**config.mk**
```make
export PLATFORM = sky130hd
export DESIGN_NAME = debounce_edge
export DESIGN_NICKNAME = d
export VERILOG_FILES = /design/src/rtl/debounce_edge.sv
export SDC_FILE = /design/constraint.sdc
export NUM_CORES = 1
export LEC_CHECK = 0
export BUFFER_PORTS_ARGS = -buffer_cell sky130_fd_sc_hd__buf_4
export CAP_MARGIN = 15
export CORE_UTILIZATION = 55
export CTS_CLUSTER_SIZE = 16
export DETAILED_ROUTE_END_ITERATION = 16
export PLACE_DENSITY = 0.83
export SETUP_SLACK_MARGIN = 0.05
export SLEW_MARGIN = 30
export SYNTH_ARGS = -nofsm -noshare
export SYNTH_HDL_FRONTEND = slang
export SYNTH_SLANG_ARGS = --single-unit
```
**constraint.sdc**
```tcl
create_clock -name clk -period 2.1 [get_ports clk]
set_input_delay 0.42 -clock clk [delete_from_list [all_inputs] [get_ports clk]]
set_output_delay 0.42 -clock clk [all_outputs]
set_load 0.02 [all_outputs]
```
**src/rtl/debounce_edge.sv**
```systemverilog
// debounce_edge: two-flop synchroniser, consecutive-sample debouncer (4-state FSM)
// and registered clean level with single-cycle rise/fall pulses.
module debounce_edge #(
    parameter int DB_CYCLES = 4,
    parameter int CNT_W     = 8
) (
    input  logic clk,
    input  logic rst_n,
    input  logic D_in,
    output logic Q_clean,
    output logic rise,
    output logic fall,
    output logic busy
);

    typedef enum logic [1:0] {
        LOW      = 2'd0,
        CHK_HIGH = 2'd1,
        HIGH     = 2'd2,
        CHK_LOW  = 2'd3
    } state_t;

    localparam logic [CNT_W-1:0] CNT_LAST = CNT_W'(DB_CYCLES - 1);
    localparam logic [CNT_W-1:0] CNT_ONE  = CNT_W'(1);

    state_t           state, state_nxt;
    logic [CNT_W-1:0] cnt, cnt_nxt;
    logic             sync1, sync2;
    // Decision stage: level/pulses as decided by the FSM on the accepting edge.
    logic             q_dec, rise_dec, fall_dec;
    logic             q_nxt, rise_nxt, fall_nxt;

    // Two-flop synchroniser for the asynchronous raw input.
    always_ff @(posedge clk or negedge rst_n) begin
        if (!rst_n) begin
            sync1 <= 1'b0;
            sync2 <= 1'b0;
        end else begin
            sync1 <= D_in;
            sync2 <= sync1;
        end
    end

    // FSM state, counter and decision-stage registers.
    always_ff @(posedge clk or negedge rst_n) begin
        if (!rst_n) begin
            state    <= LOW;
            cnt      <= '0;
            q_dec    <= 1'b0;
            rise_dec <= 1'b0;
            fall_dec <= 1'b0;
        end else begin
            state    <= state_nxt;
            cnt      <= cnt_nxt;
            q_dec    <= q_nxt;
            rise_dec <= rise_nxt;
            fall_dec <= fall_nxt;
        end
    end

    // Next-state logic: count consecutive samples of the candidate level.
    always_comb begin
        state_nxt = state;
        cnt_nxt   = cnt;
        q_nxt     = q_dec;
        rise_nxt  = 1'b0;
        fall_nxt  = 1'b0;
        case (state)
            LOW: begin
                q_nxt = 1'b0;
                if (sync2) begin
                    state_nxt = CHK_HIGH;
                    cnt_nxt   = CNT_ONE;
                end
            end
            CHK_HIGH: begin
                q_nxt = 1'b0;
                if (!sync2) begin
                    state_nxt = LOW;
                    cnt_nxt   = '0;
                end else if (cnt == CNT_LAST) begin
                    state_nxt = HIGH;
                    q_nxt     = 1'b1;
                    rise_nxt  = 1'b1;
                    cnt_nxt   = '0;
                end else begin
                    cnt_nxt = cnt + CNT_ONE;
                end
            end
            HIGH: begin
                q_nxt = 1'b1;
                if (!sync2) begin
                    state_nxt = CHK_LOW;
                    cnt_nxt   = CNT_ONE;
                end
            end
            CHK_LOW: begin
                q_nxt = 1'b1;
                if (sync2) begin
                    state_nxt = HIGH;
                    cnt_nxt   = '0;
                end else if (cnt == CNT_LAST) begin
                    state_nxt = LOW;
                    q_nxt     = 1'b0;
                    fall_nxt  = 1'b1;
                    cnt_nxt   = '0;
                end else begin
                    cnt_nxt = cnt + CNT_ONE;
                end
            end
            default: begin
                state_nxt = LOW;
                cnt_nxt   = '0;
                q_nxt     = 1'b0;
            end
        endcase
    end

    // Output register: drives the downstream flop bank from a dedicated flop,
    // landing the level and pulse at edge DB_CYCLES+2 after the input settles.
    always_ff @(posedge clk or negedge rst_n) begin
        if (!rst_n) begin
            Q_clean <= 1'b0;
            rise    <= 1'b0;
            fall    <= 1'b0;
        end else begin
            Q_clean <= q_dec;
            rise    <= rise_dec;
            fall    <= fall_dec;
        end
    end

    // busy is a pure decode of the counting states.
    assign busy = (state == CHK_HIGH) || (state == CHK_LOW);

endmodule

```
# After elaboration in Yosys (flattened, before gate mapping)
# Index checks and enable logic that the tools add are counted.
word_totals:
  word_cells: 44
  input_bits: 3
  register_bits: 18
op_classes:
  add_sub_neg: 1
  muxes: 21
  n_reduce_logical: 4
  eq_ne: 8
ops:
  columns: ["op", "count"]
  rows:
  - ["8-bit 2-to-1 mux", 5]
  - ["8-bit one-hot mux with 4 select lines", 1]
  - ["2-bit 2-to-1 mux", 6]
  - ["8-bit by 1-bit adder with 8-bit output, second input constant", 1]
  - ["8-bit by 2-bit equality test with 1-bit output, second input constant", 1]
  - ["2-bit one-hot mux with 4 select lines", 1]
  - ["1-bit 2-to-1 mux", 7]
  - ["3-bit != test, second input constant", 2]
  - ["2-bit equality test, second input constant", 2]
  - ["2-bit != test, second input constant", 2]
  - ["1-bit one-hot mux with 4 select lines", 1]
  - ["4-bit AND reduction", 1]
  - ["2-bit by 1-bit equality test with 1-bit output, second input constant", 1]
  - ["2-bit logical NOT", 1]
  - ["2-bit AND reduction", 1]
  - ["1-bit logical OR", 1]

# Longest topological paths before layout
# Gate-level depths: netlist of the first run.
logic_depth:
  depth_word: 4
  mapped_depth: 5

# Worst setup path after synthesis of the first run
# No wires, ideal clock.
synth_path:
  kind: "reg2reg"
  from: "reg cnt[4]"
  to: "reg cnt[6]"
  arrival_time_ns: 1.350
  path_stages_with_launch: 5
  required_time_ns: 1.982
  slack_ns: 0.632
  setup_time_ns: 0.118
  cell_sequence: "dfrtp_1 nor4_4 a311oi_4 a22o_1 a21o_1"
synth_via:
  elab_chain_len: 4
synth_lines:
  columns: ["element", "line_no", "text"]
  rows:
  - ["start, declared", "27", "logic [CNT_W-1:0] cnt, cnt_nxt;"]
  - ["start signal, assigned", "54", "cnt <= cnt_nxt;"]
  - ["8-bit by 1-bit adder with 8-bit output or 8-bit by 2-bit equality test with 1-bit output (tied branches)", null, null]
  - ["8-bit 2-to-1 mux (*)", "81, 102", null]
  - ["8-bit 2-to-1 mux (on tied branches)", "99, 78", null]
  - ["8-bit one-hot mux with 4 select lines (*)", "68", "case (state)"]
# Mark *: on every way between the ends. The rest lies on a longest branch, timed or not.
# A chain may end at the register's enable or synchronous reset.

# Worst setup path after layout of the first run
layout_path:
  from: "reg cnt[0]"
  to: "reg cnt[5]"
# The elaborated chain is that of the path after synthesis.

==> results.md, run 1 <==
Outcome:
- The flow ran to the end, and the final reports show no timing, DRC or antenna violations.

Clocking:
- In this run the number of H-tree levels came out at 1.
- In this run the deepest clock path goes through 2 buffers.
- Buffers added to address setup during post-CTS repair amount to 0.
- The later-pin clock latency in the skew report is 0.30 ns.
- The number of buffers added to fix hold violations after cts is 1.
- The total of cells resized after clock tree synthesis is 0.
- The total CTS buffers is 3.
- The clock tree root driver cell is sky130_fd_sc_hd__clkbuf_4.
- TritonCTS built the clock tree.
- The number of sinks handled by clock tree synthesis is 18.
- Clock-pin slew was measured on the worst setup and hold paths at 0.11 ns.

Layout:
- The area used by sequential logic in the layout is 450 um2.
- The layout has 97 filler cells.
- The antenna cell count is 0.
- The synthesis-to-layout area growth is 13.7%.
- The combined area of the multi-input logic cells is 317 um2.
- The final net count is 77.
- The top cell types in the final layout, fill and taps aside, are 18 x sky130_fd_sc_hd__dfrtp_1, 6 x sky130_fd_sc_hd__buf_4, 4 x sky130_fd_sc_hd__nor2_1.
- The final design instance area without fill is 885 um2.
- The library cell used most frequently in the layout, excluding fill and tap cells, is sky130_fd_sc_hd__dfrtp_1.
- The fraction of final layout cells with drive strength greater than 1 is 26.4%.
- The filler-free cell count of the finished design is 87.

Global route:
- The number of global-route vias before repair is 497.
- The total global routing track utilization is 22.5%.
- The initial antenna violation count is 0.
- The first global-routing pass estimated 2.23 mm of wire.
- The overflow left after global routing is 0.
- Entering global routing, the biggest net connects 19 pins.

Worst setup path:
- The critical path in this run is classified as reg2reg.
- In this run the register-to-register setup slack is 0.42 ns.
- The worst setup path is captured at a flip-flop.
- For the worst setup path, the data required time is 2.33 ns.
- The startpoint of the worst-slack reg-to-reg timing path is cnt[0].
- The worst setup path is launched from a flip-flop.
- The most critical setup path has its endpoint at cnt[5].
- In this run the critical register-to-register path is captured at cnt[5].
- The launch point of the worst path is cnt[0].
- The maximum fanout encountered on the critical timing path is 9.
- The depth of the worst register-to-register path is 4.
- Data arrives at the worst endpoint at 1.91 ns.

Timing:
- After layout, the minimum clock period comes to 1.68 ns.
- The timing-limited maximum frequency is 594 MHz.
- The number of setup violations in the final report is 0.
- The period utilization is 80.1%.
- Across the routed clock network, the largest skew measured is 0.0152 ns.
- The total count of hold-check failures in the final report is 0.
- The total count of max-transition violations in the final report is 0.
- The worst slew slack as a fraction of its limit is 68.4%.
- Setup repair after global routing left no endpoint under its margin.
- For the pin with the worst max-slew slack, the measured transition is 0.472 ns.
- After routing, the total negative slack on setup checks comes to 0 ns.

Routing:
- The overall via count from detail_route is 573.
- The remaining number of nets flagged by the antenna check after routing is 0.
- The number of design rule violations left after detail routing is 0.
- The wire length after detailed routing is 1.46 mm.
- After the first detailed-routing iteration, the DRC count stood at 18.
- The first TritonRoute pass finished after 4 iterations.
- The post-detailed-route via-to-cell ratio is 6.59.
- After detailed routing, the average wire length per cell comes to 16.8 um.

Power and ir drop:
- Summed over all cells, the static leakage comes to 0.420 nW.
- VDD sags by at most 837 uV.
- The total power per unit cell area is 1190 mW/mm2.

Floorplan:
- The initialized floorplan defines 13 standard-cell rows.
- Measured along the x axis, the die boundary spans 39.6 um.
- The die covers 0.00157 mm2.
- The die boundary height is 39.6 um.
- 7 I/O pins were placed.
- In this run the standard cell core region covers 0.00130 mm2.
- The initial core utilization is 59.8%.

Synthesis:
- Synthesis inferred 18 register bits.
- The cell type contributing the most total cell area after synthesis is sky130_fd_sc_hd__dfrtp_1.
- The cell area after synthesis is 778 um2.
- The net count of the mapped netlist is 66.
- The portion of the post-synthesis area used by sequential elements is 57.9%.
- The total of warnings raised by yosys is 0.
- The number of instances in the synthesized netlist is 62.
- By area the synthesized netlist is led by sky130_fd_sc_hd__dfrtp_1 58%, sky130_fd_sc_hd__a311oi_4 3.4%, sky130_fd_sc_hd__mux2_2 2.9%, sky130_fd_sc_hd__nor4_4 2.7%, sky130_fd_sc_hd__a22o_2 2.6%.
- A synthesized cell averages 12.6 um2.
- The number of distinct library cell variants in the gate-level netlist after synthesis is 28.
- The top cell type by area accounts for 57.9% of the synthesized area.

Job:
- The number of max-capacitance violations reported is 0.

Placed design:
- The number of cells in the design after placement is 82.
- At the end of routability-driven placement, the weighted congestion stood at 0.851.
- The wire-length estimate of the detail-placed layout is 978 um.
- The post-place instance area is 838 um2.
- Input and output buffers added on the ports amount to 6.

Min path:
- The tightest min-delay check is of the in2reg type.
## critical path, cell delays in order, from the launching register on
cell and delay (ns):
sky130_fd_sc_hd__dfrtp_1 0.45, sky130_fd_sc_hd__ha_1 0.32, sky130_fd_sc_hd__a311oi_4 0.43, sky130_fd_sc_hd__a41oi_1 0.20, sky130_fd_sc_hd__a31oi_1 0.20
## final cells by class
type / instances / area share, %
Clock buffer: 4 / 4.10
Inverter: 2 / 0.849
Multi-Input combinational cell: 41 / 35.8
Sequential cell: 18 / 50.9
Tap cell: 15 / 2.12
Timing Repair Buffer: 7 / 6.22
## flip-flops by register name (all words and copies together) (netlist names), named ones only
name      count
rise_dec      1
state         1
q_dec         1
fall          1
fall_dec      1
rise          1
sync1         1
Q_clean       1
sync2         1
cnt           8
## cells in the mapped netlist, drive strengths merged
cell     n
ha       1
and3     2
a22o     3
nor4     1
nand2b   1
nand2    3
nor3     2
nor2     4
xnor2    1
clkbuf   1
o21ai    2
a21oi    2
inv      2
a31oi    3
nand3    3
nand4    2
mux2     2
dfrtp   18
a21o     1
o31ai    1
a32o     1
or3      1
nor3b    2
a41oi    1
a311oi   1
a311o    1
## metal layers
metal | global-route usage, % | vias up | wire length, um | part of all wire [%]
met4 | 8.62 | 0 | 23 | 1.6
met2 | 35.7 | 28 | 757 | 52
li1 | - | 255 | - | -
met1 | 29.1 | 287 | 600 | 41
met3 | 5.68 | 3 | 81 | 5.5
met5 | 0 | - | 0 | 0
## how the worst min path moves through the flow
stage | end | depth (start not counted) | from | slack [ns]
CTS | sync1 | 1 | D_in | 0.23
detailed placement | Q_clean | 1 | rst_n | 0.30
finish | sync1 | 1 | D_in | 0.23
global route | sync1 | 1 | D_in | 0.22
floorplan | Q_clean | 0 | rst_n | 0.12
global placement | fall | 1 | rst_n | 0.29
## per-stage QoR
step / utilization (%) / setup WS (ns) / hold slack, ns / power, mW
after floorplan: - / 0.632 / 0.124 / 0.734
after global placement: 64.4 / 0.546 / 0.294 / 0.815
after detailed placement: 64.4 / 0.490 / 0.296 / 0.836
after CTS: 68.0 / 0.436 / 0.230 / 1.05
after global routing: 68.0 / 0.360 / 0.215 / 1.11
final: 68.0 / 0.417 / 0.231 / 1.06
## power breakdown
| group | total (mW) | internal, mW | switching, mW |
|---|---|---|---|
| sequential | 0.476 | 0.410 | 0.0652 |
| combinational | 0.363 | 0.153 | 0.211 |
| clock | 0.217 | 0.106 | 0.111 |
## cells by family (layout without fill, tap and decap cells)
| kind of cell | count (synthesis) | after routing | share of synthesized area, % |
|---|---|---|---|
| and+or+nand+nor | 21 | 21 | 16.2 |
| DFF | 18 | 18 | 57.9 |
| AOI/OAI and AO/OA | 16 | 16 | 17.8 |
| buffers and inverters | 3 | 13 | 1.45 |
| muxes | 2 | 2 | 2.89 |
| adders and majority gates | 1 | 1 | 1.61 |
| xor gates and xnor gates | 1 | 1 | 2.09 |
No activity file was read; power rests on OpenSTA's default activity.
==> run 2, diff against run 1 <==
--- a/config.mk
+++ b/config.mk
@@ -7,10 +7,10 @@
 export LEC_CHECK = 0
 export BUFFER_PORTS_ARGS = -buffer_cell sky130_fd_sc_hd__buf_4
 export CAP_MARGIN = 15
-export CORE_UTILIZATION = 55
+export CORE_UTILIZATION = 49
 export CTS_CLUSTER_SIZE = 16
 export DETAILED_ROUTE_END_ITERATION = 16
-export PLACE_DENSITY = 0.83
+export PLACE_DENSITY = 0.78
 export SETUP_SLACK_MARGIN = 0.05
 export SLEW_MARGIN = 30
 export SYNTH_ARGS = -nofsm -noshare
==> constraint.sdc (replaced) <==
create_clock -name clk -period 1.45 [get_ports clk]
set_input_delay 0.29 -clock clk [delete_from_list [all_inputs] [get_ports clk]]
set_output_delay 0.29 -clock clk [all_outputs]
set_load 0.02 [all_outputs]
==> run 2 against run 1 <==
Against the previous run: register-to-register slack lost 0.49 ns; die area increased by 12%; the flow now finishes with violations (setup timing); fmax is 10% higher; largest cell class unchanged.
==> results.md, run 2 (same netlist as run 1, synthesis figures left out) <==
Routing:
- The remaining number of nets flagged by the antenna check after routing is 0.
- The DRC marker count from the first detailed-route iteration is 15.
- Detailed routing inserted a total of 619 vias.
- The detail-routed net length per standard cell is 15.2 um.
- The wire length after detailed routing is 1.61 mm.
- The post-detailed-route via-to-cell ratio is 5.84.
- After detailed routing, the number of remaining DRC violations is 0.
- The number of iterations in the first detailed-routing pass is 4.

Layout:
- After the last flow step, the layout net total stands at 95.
- After filler insertion, the fill cell instance count of the layout stands at 87.
- The synthesis-to-layout area growth is 42.3%.
- The register with the most flip-flops in the layout has 8 of them.
- After the flow finishes, the layout carries non-filler instances totaling 106.
- With fillers left out, the area of the finished cells amounts to 0.00111 mm2.
- The number of antenna diodes in the final layout is 0.
- The leading cell type in the layout, fill and taps excluded is sky130_fd_sc_hd__buf_4.
- Counting flops per register, the top entry is cnt.
- In the final layout, the share of cells above drive strength 1 is 50.0%.
- The top cell types in the final layout, fill and taps aside, are 21 x sky130_fd_sc_hd__buf_4, 16 x sky130_fd_sc_hd__dfrtp_1.

Placed design:
- In this run the tool buffered the top-level ports with 6 buffer cells.
- Routability-driven placement finished with a final weighted congestion of 0.879.
- In this run the cell area measured after placement is 935 um2.
- The HPWL after detailed placement is 1.00 mm.
- The number of cells in the design after placement is 94.

Clocking:
- TritonCTS created 3 clock buffers.
- The clock-pin slew reported for the worst setup and hold paths after clock tree synthesis is 0.10 ns.
- Counting every sink on the clock net gives 18.
- The clock tree root driver cell is sky130_fd_sc_hd__clkbuf_4.
- The H-tree depth is 1.
- The TritonCTS clock tree is done.
- The later-pin clock latency in the skew report is 0.30 ns.
- No sink is reached through more buffers than the 2 on the longest clock path.

Global route:
- The number of global-route vias before repair is 618.
- Entering global routing, the biggest net connects 19 pins.
- The overflow left after global routing is 0.
- Global routing used 20.9% of the available tracks across all layers.
- The initial antenna violation count is 0.
- The wire length of the first global-routing pass is 2.66 mm.

Timing:
- Based on the critical path, the design can be clocked at up to 656 MHz.
- The period utilization is 105%.
- The total count of hold-check failures in the final report is 0.
- The transition time at the pin with the least slew margin is 0.369 ns.
- The minimum period implied by the final worst setup slack is 1.52 ns.
- The total count of max-transition violations in the final report is 0.
- Setup repair after global routing could not meet its margin everywhere.
- For the final database, setup skew stands at 0.00680 ns.
- Summed over all failing endpoints, the final setup total negative slack is -0.234 ns.
- Setup slack on the critical path of the routed design comes to -0.0741 ns.
- The number of setup violations in the final report is 7.
- The worst slew slack as a fraction of its limit is 75.4%.

Worst setup path:
- STA classifies the critical path startpoint as a flip-flop.
- The maximum fanout encountered on the critical timing path is 5.
- The critical path contains buffers and inverters numbering 2 combined.
- Traced cell by cell, the critical path runs through nor4_4, buf_4, nand4_1, buf_6, mux2_4.
- The worst path required time is 1.64 ns.
- Measured in cells, the most critical reg-to-reg path has a length of 5.
- Across all register-to-register paths, the minimum setup slack is -0.07 ns.
- The worst setup path category is reg2reg.
- Data on the critical path arrives at its endpoint at 1.71 ns.
- The largest individual stage delay along the critical path comes from the cell sky130_fd_sc_hd__dfrtp_1.
- Grouping stages by cell kind, the critical path spends the most delay in flip-flops.
- The maximum single-stage delay on the critical path is 0.42 ns.
- The startpoint of the worst-slack reg-to-reg timing path is cnt[7].
- STA classifies the critical path endpoint as a flip-flop.

Power and ir drop:
- The static leakage is 0.520 nW.
- Dividing total power by cell area gives a power density of 1640 mW/mm2.
- The maximum VDD drop is 1060 uV.

Min path:
- Along the worst hold path, the cell count comes to 1.
- The startpoint identified for the worst hold timing path is D_in.
- The worst hold path endpoint is sync1.
- The path class of the tightest hold or removal check is in2reg.

Outcome:
- The flow ran to the end, but the final reports show violations.
- The checks that failed: setup timing.

Floorplan:
- The die boundary height is 41.9 um.
- After floorplanning, the core was divided into 14 placement rows.
- For this configuration, the core starts out at a cell density of 52.3%.
- The horizontal extent of the die is 41.9 um.
- The die area is 0.00175 mm2.
- The core box area is 0.00149 mm2.
- The number of top-level pins is 7.

Job:
- The number of max-capacitance violations reported is 0.
[run 2: timing repair]
item | in CTS | in global routing
gates resized for setup | 4 | 12
cloned | 1 | 0
hold buffers | 1 | 0
buffers inserted | 3 | 3
pin swaps | 5 | 6
setup endpoints to repair | 13 | 13
hold endpoints to repair | 18 | 0
[run 2: cell type report]
class                      count  area [um2]  area share (%)
clock buffer                   4        36.3            3.28
sequential                    18         453            40.9
tap                           16        20.0            1.81
multi-input combinational     42         398            35.9
inverter                       2        10.0           0.904
timing repair buffer          24         190            17.2
[run 2: layer usage]
layer	up-vias	track usage, %	part of all wire, %
met5	-	0	0
met2	11	31.9	46
met3	5	6.52	3.0
met1	306	26.2	48
met4	0	11.6	2.9
li1	297	-	-
[run 2: power by group]
part	total (mW)	switching (mW)	leakage (nW)	internal [mW]
sequential	0.673	0.0755	0.235	0.598
clock	0.306	0.153	0.0210	0.153
combinational	0.841	0.420	0.264	0.421
total	1.82	0.649	0.520	1.17
[run 2: how the worst max path moves through the flow]
stage	startpoint	to	slack, ns	cells after the start
finish	cnt[7]	flip-flop	-0.07	5
global route	cnt[7]	flip-flop	-0.14	5
CTS	cnt[4]	flip-flop	-0.06	5
detailed placement	cnt[7]	flip-flop	-0.09	3
global placement	cnt[7]	flip-flop	-0.07	3
floorplan	cnt[5]	cnt[6]	0.03	4
[run 2: stage by stage]
stage | power [mW] | worst slack, ns | hold slack, ns | util [%]
5_1_grt | 1.92 | -0.140 | 0.0662 | 74.4
2_1_floorplan | 1.09 | 0.0278 | -0.00559 | -
6_report | 1.82 | -0.0741 | 0.0971 | 74.4
3_3_place_gp | 1.30 | -0.0745 | 0.161 | 62.8
3_5_place_dp | 1.32 | -0.0886 | 0.166 | 62.8
4_1_cts | 1.70 | -0.0631 | 0.0893 | 69.3
==> run 3, diff against run 2 <==
--- a/config.mk
+++ b/config.mk
@@ -5,12 +5,13 @@
 export SDC_FILE = /design/constraint.sdc
 export NUM_CORES = 1
 export LEC_CHECK = 0
+export ABC_AREA = 1
 export BUFFER_PORTS_ARGS = -buffer_cell sky130_fd_sc_hd__buf_4
-export CAP_MARGIN = 15
-export CORE_UTILIZATION = 49
+export CORE_MARGIN = 5
+export CORE_UTILIZATION = 50
 export CTS_CLUSTER_SIZE = 16
 export DETAILED_ROUTE_END_ITERATION = 16
-export PLACE_DENSITY = 0.78
+export PLACE_DENSITY = 0.79
 export SETUP_SLACK_MARGIN = 0.05
 export SLEW_MARGIN = 30
 export SYNTH_ARGS = -nofsm -noshare
==> run 3 against run 2 <==
Against the previous run: the flow now finishes without violations; register-to-register slack gained 0.25 ns; clock-buffer cell count is the same; largest cell class unchanged; critical path type unchanged; global-route usage shrank 6.7 points; power down 22%.
==> results.md, run 3 <==
Outcome:
- The run finished with clean final reports.

Layout:
- The library cell used most frequently in the layout, excluding fill and tap cells, is sky130_fd_sc_hd__nand2_1.
- With fillers left out, the area of the finished cells amounts to 947 um2.
- 0 antenna diodes ended up in the layout.
- The synthesis-to-layout area growth is 13.5%.
- Leaving out filler cells and counting taps, the final layout contains 128.
- Cells with a size suffix above 1 make up 18.8% of the layout.
- The register with the most flip-flops in the layout has 8 of them.
- cnt holds more flip-flops than any other register.
- The library cells used most frequently in the layout, excluding fill and tap cells, are 32 x sky130_fd_sc_hd__nand2_1, 18 x sky130_fd_sc_hd__dfrtp_1, 11 x sky130_fd_sc_hd__inv_1.
- The final core area utilization is 61.4%.
- For this run, the post-layout net count is 117.
- The filler cells instantiated in the layout total 141.

Min path:
- The min-delay analysis places its worst path in the category in2reg.

Synthesis:
- In the post-synthesis netlist, the biggest area contributors are sky130_fd_sc_hd__dfrtp_1 54%, sky130_fd_sc_hd__nand2_1 15%, sky130_fd_sc_hd__nand3_1 6.0%, sky130_fd_sc_hd__inv_1 4.9%, sky130_fd_sc_hd__nor2_1 4.0%.
- The cell count after synthesis came out at 102.
- The most instantiated library cell after synthesis is sky130_fd_sc_hd__nand2_1.
- The share of synthesized flip-flops with an asynchronous set or reset is 100%.
- The cell type contributing the most total cell area after synthesis is sky130_fd_sc_hd__dfrtp_1.
- The dominant synthesized flop cell is sky130_fd_sc_hd__dfrtp_1.
- By count the netlist is led by 33 x sky130_fd_sc_hd__nand2_1, 18 x sky130_fd_sc_hd__dfrtp_1, 11 x sky130_fd_sc_hd__inv_1, 10 x sky130_fd_sc_hd__nand3_1, 9 x sky130_fd_sc_hd__nor2_1.
- The synthesized design contains 18 register bits.
- The number of nets handed over by synthesis was 106.
- The total of warnings raised by yosys is 0.
- Sequential cells were found to cover 54.0% of the synthesized design area.
- A synthesized cell averages 8.18 um2.
- Yosys mapped a number of flops with a built-in enable equal to 0.
- The cell area after synthesis is 835 um2.
- Synthesis instantiated 19 different standard cells from the library.
- The top cell type by area accounts for 54.0% of the synthesized area.

Worst setup path:
- The kind of start point of the critical path is a flip-flop.
- The standard cell with the maximum stage delay on the critical path is sky130_fd_sc_hd__dfrtp_1.
- In this design, the largest share of critical-path delay is due to simple AND/OR/NAND/NOR gates.
- At the worst endpoint, the required time is 1.63 ns.
- The critical path goes through ha_2, nand3_2, nor2_4, nand2_2, nand2_1, o21ai_0.
- The maximum single-stage delay on the critical path is 0.40 ns.
- The worst setup path category is reg2reg.
- The element type at the critical path end is a flip-flop.
- Of all nets on the critical path, the largest fanout is 5.
- Counting both buffers and inverters, the worst setup path holds a total of 0.
- The data arrival at the endpoint of the critical path is 1.45 ns.

Timing:
- The minimum period implied by the final worst setup slack is 1.27 ns.
- The number of setup violations in the final report is 0.
- The clock tree skew after final layout is 0.0123 ns.
- Static timing analysis puts the maximum clock frequency at 788 MHz.
- The period utilization is 87.5%.
- The total count of hold-check failures in the final report is 0.
- The worst slew slack as a fraction of its limit is 84.9%.
- Setup repair after global routing left no endpoint under its margin.
- Final hold analysis gives a worst-case slack of 0.0970 ns.
- The worst path meets setup with 0.181 ns of slack.
- The total count of max-transition violations in the final report is 0.
- For the pin with the worst max-slew slack, the measured transition is 0.226 ns.
- Setup total negative slack on the finished layout was measured at 0 ns.

Global route:
- The overflow left after global routing is 0.
- For this run, the total global-route usage over all layers was measured as 14.2%.
- The number of global-route vias before repair is 636.
- Entering global routing, the biggest net connects 19 pins.
- The initial antenna violation count is 0.
- The wire length of the first global-routing pass is 2.77 mm.

Power and ir drop:
- Overall power consumption after layout is estimated at 1.41 mW.
- The total power per unit cell area is 1490 mW/mm2.
- The static leakage is 0.491 nW.
- The maximum VDD drop is 879 uV.

Routing:
- The DRC marker count from the first detailed-route iteration is 12.
- The post-detailed-route via-to-cell ratio is 5.17.
- For this run, design rule violations remaining after detail routing come to 0.
- The overall via count from detail_route is 662.
- The detail-routed net length per standard cell is 11.6 um.
- The remaining number of nets flagged by the antenna check after routing is 0.
- The wire length after detailed routing is 1.48 mm.
- The first TritonRoute pass finished after 4 iterations.

Clocking:
- CTS built an H-tree with a depth of 1.
- TritonCTS built the clock tree.
- The later-pin clock latency in the skew report is 0.30 ns.
- The clock-pin slew reported for the worst setup and hold paths after clock tree synthesis is 0.11 ns.
- CTS placed an instance of sky130_fd_sc_hd__clkbuf_4 at the clock tree root.
- The number of sinks handled by clock tree synthesis is 18.
- The clock passes through at most 2 buffers.
- TritonCTS created 3 clock buffers.

Placed design:
- Prior to clock tree synthesis, the placed netlist has a worst setup slack of 0.160 ns.
- The count of buffers added on input and output ports is 6.
- Including well taps, the total number of placed cells is 123.
- Once detailed placement completed, the half-perimeter wirelength came to 1.09 mm.
- The post-place instance area is 896 um2.
- The placer's final routability congestion estimate is 0.808.

Job:
- Across the run, the number of max-cap violations was 0.

Floorplan:
- The initial utilization of the core area, before any placement, comes to 54.1%.
- The die area is 0.00259 mm2.
- The floorplan has 14 rows.
- The core box area is 0.00154 mm2.
- From bottom edge to top edge, the die measures 50.9 um.
- The horizontal extent of the die is 50.9 um.
- Pin placement for this block handled 7 I/O pins.
-- run 3: changes by cell type after synthesis, moves of 2 or more --
cell	change
sky130_fd_sc_hd__a31oi_1	-3
sky130_fd_sc_hd__nor3b_1	-2
sky130_fd_sc_hd__nand2_1	+30
sky130_fd_sc_hd__and3_1	-2
sky130_fd_sc_hd__a22o_2	-2
sky130_fd_sc_hd__nand2_2	+2
sky130_fd_sc_hd__inv_2	+3
sky130_fd_sc_hd__inv_1	+9
sky130_fd_sc_hd__nor2_1	+5
sky130_fd_sc_hd__o22ai_1	+3
sky130_fd_sc_hd__nand3_1	+7
sky130_fd_sc_hd__mux2_2	-2
-- run 3: area by class of cell --
type                    count  area, um2  share of cell area, %
flip-flops and latches     18        450                   47.6
clock buffers               4       36.3                   3.83
repair buffers              7       55.1                   5.81
multi-input cells          69        333                   35.1
inverters                  14       52.6                   5.55
well taps                  16       20.0                   2.11
-- run 3: layer usage --
metal | wire length, um | vias up | track usage, %
li1 | - | 336 | -
met1 | 724 | 307 | 18.8
met2 | 658 | 14 | 21.9
met3 | 59 | 5 | 3.49
met4 | 37 | 0 | 6.38
met5 | 0 | - | 0
-- run 3: final timing paths --
path	startpoint	to	slack, ns	cells past startpoint
worst max-delay path	cnt[0]	flip-flop	0.18	6
worst min-delay path	D_in	sync1	0.1	1
worst max register to register	cnt[0]	flip-flop	0.18	6
worst min register to register	sync1	sync2	0.36	0
max in group asynchronous	rst_n	cnt[4]	0.88	2
min in group asynchronous	rst_n	fall_dec	0.37	2
-- run 3: report_power, final --
part / switching (mW) / total (mW) / leakage [nW] / internal, mW
logic: 0.268 / 0.427 / 0.232 / 0.159
clock network: 0.158 / 0.311 / 0.0210 / 0.153
registers: 0.0820 / 0.675 / 0.238 / 0.593
-- run 3: what timing repair did --
action                                  CTS  global route
hold buffers                              1             0
hold endpoints to repair                 18             0
resized for setup                         0             2
endpoints found under the setup margin    0             5
setup buffers                             0             0
-- run 3: cells by family (layout without fill, tap and decap cells) --
group / count (synthesis) / in the layout / share of synthesized area (%)
AO/OA/AOI/OAI: 8 / 8 / 5.70
XOR/XNOR: 1 / 1 / 1.05
adder cells (fa/ha/maj): 1 / 1 / 1.50
buffers and inverters: 15 / 25 / 6.75
flip-flops: 18 / 18 / 54.0
AND/OR/NAND/NOR: 59 / 59 / 31.0
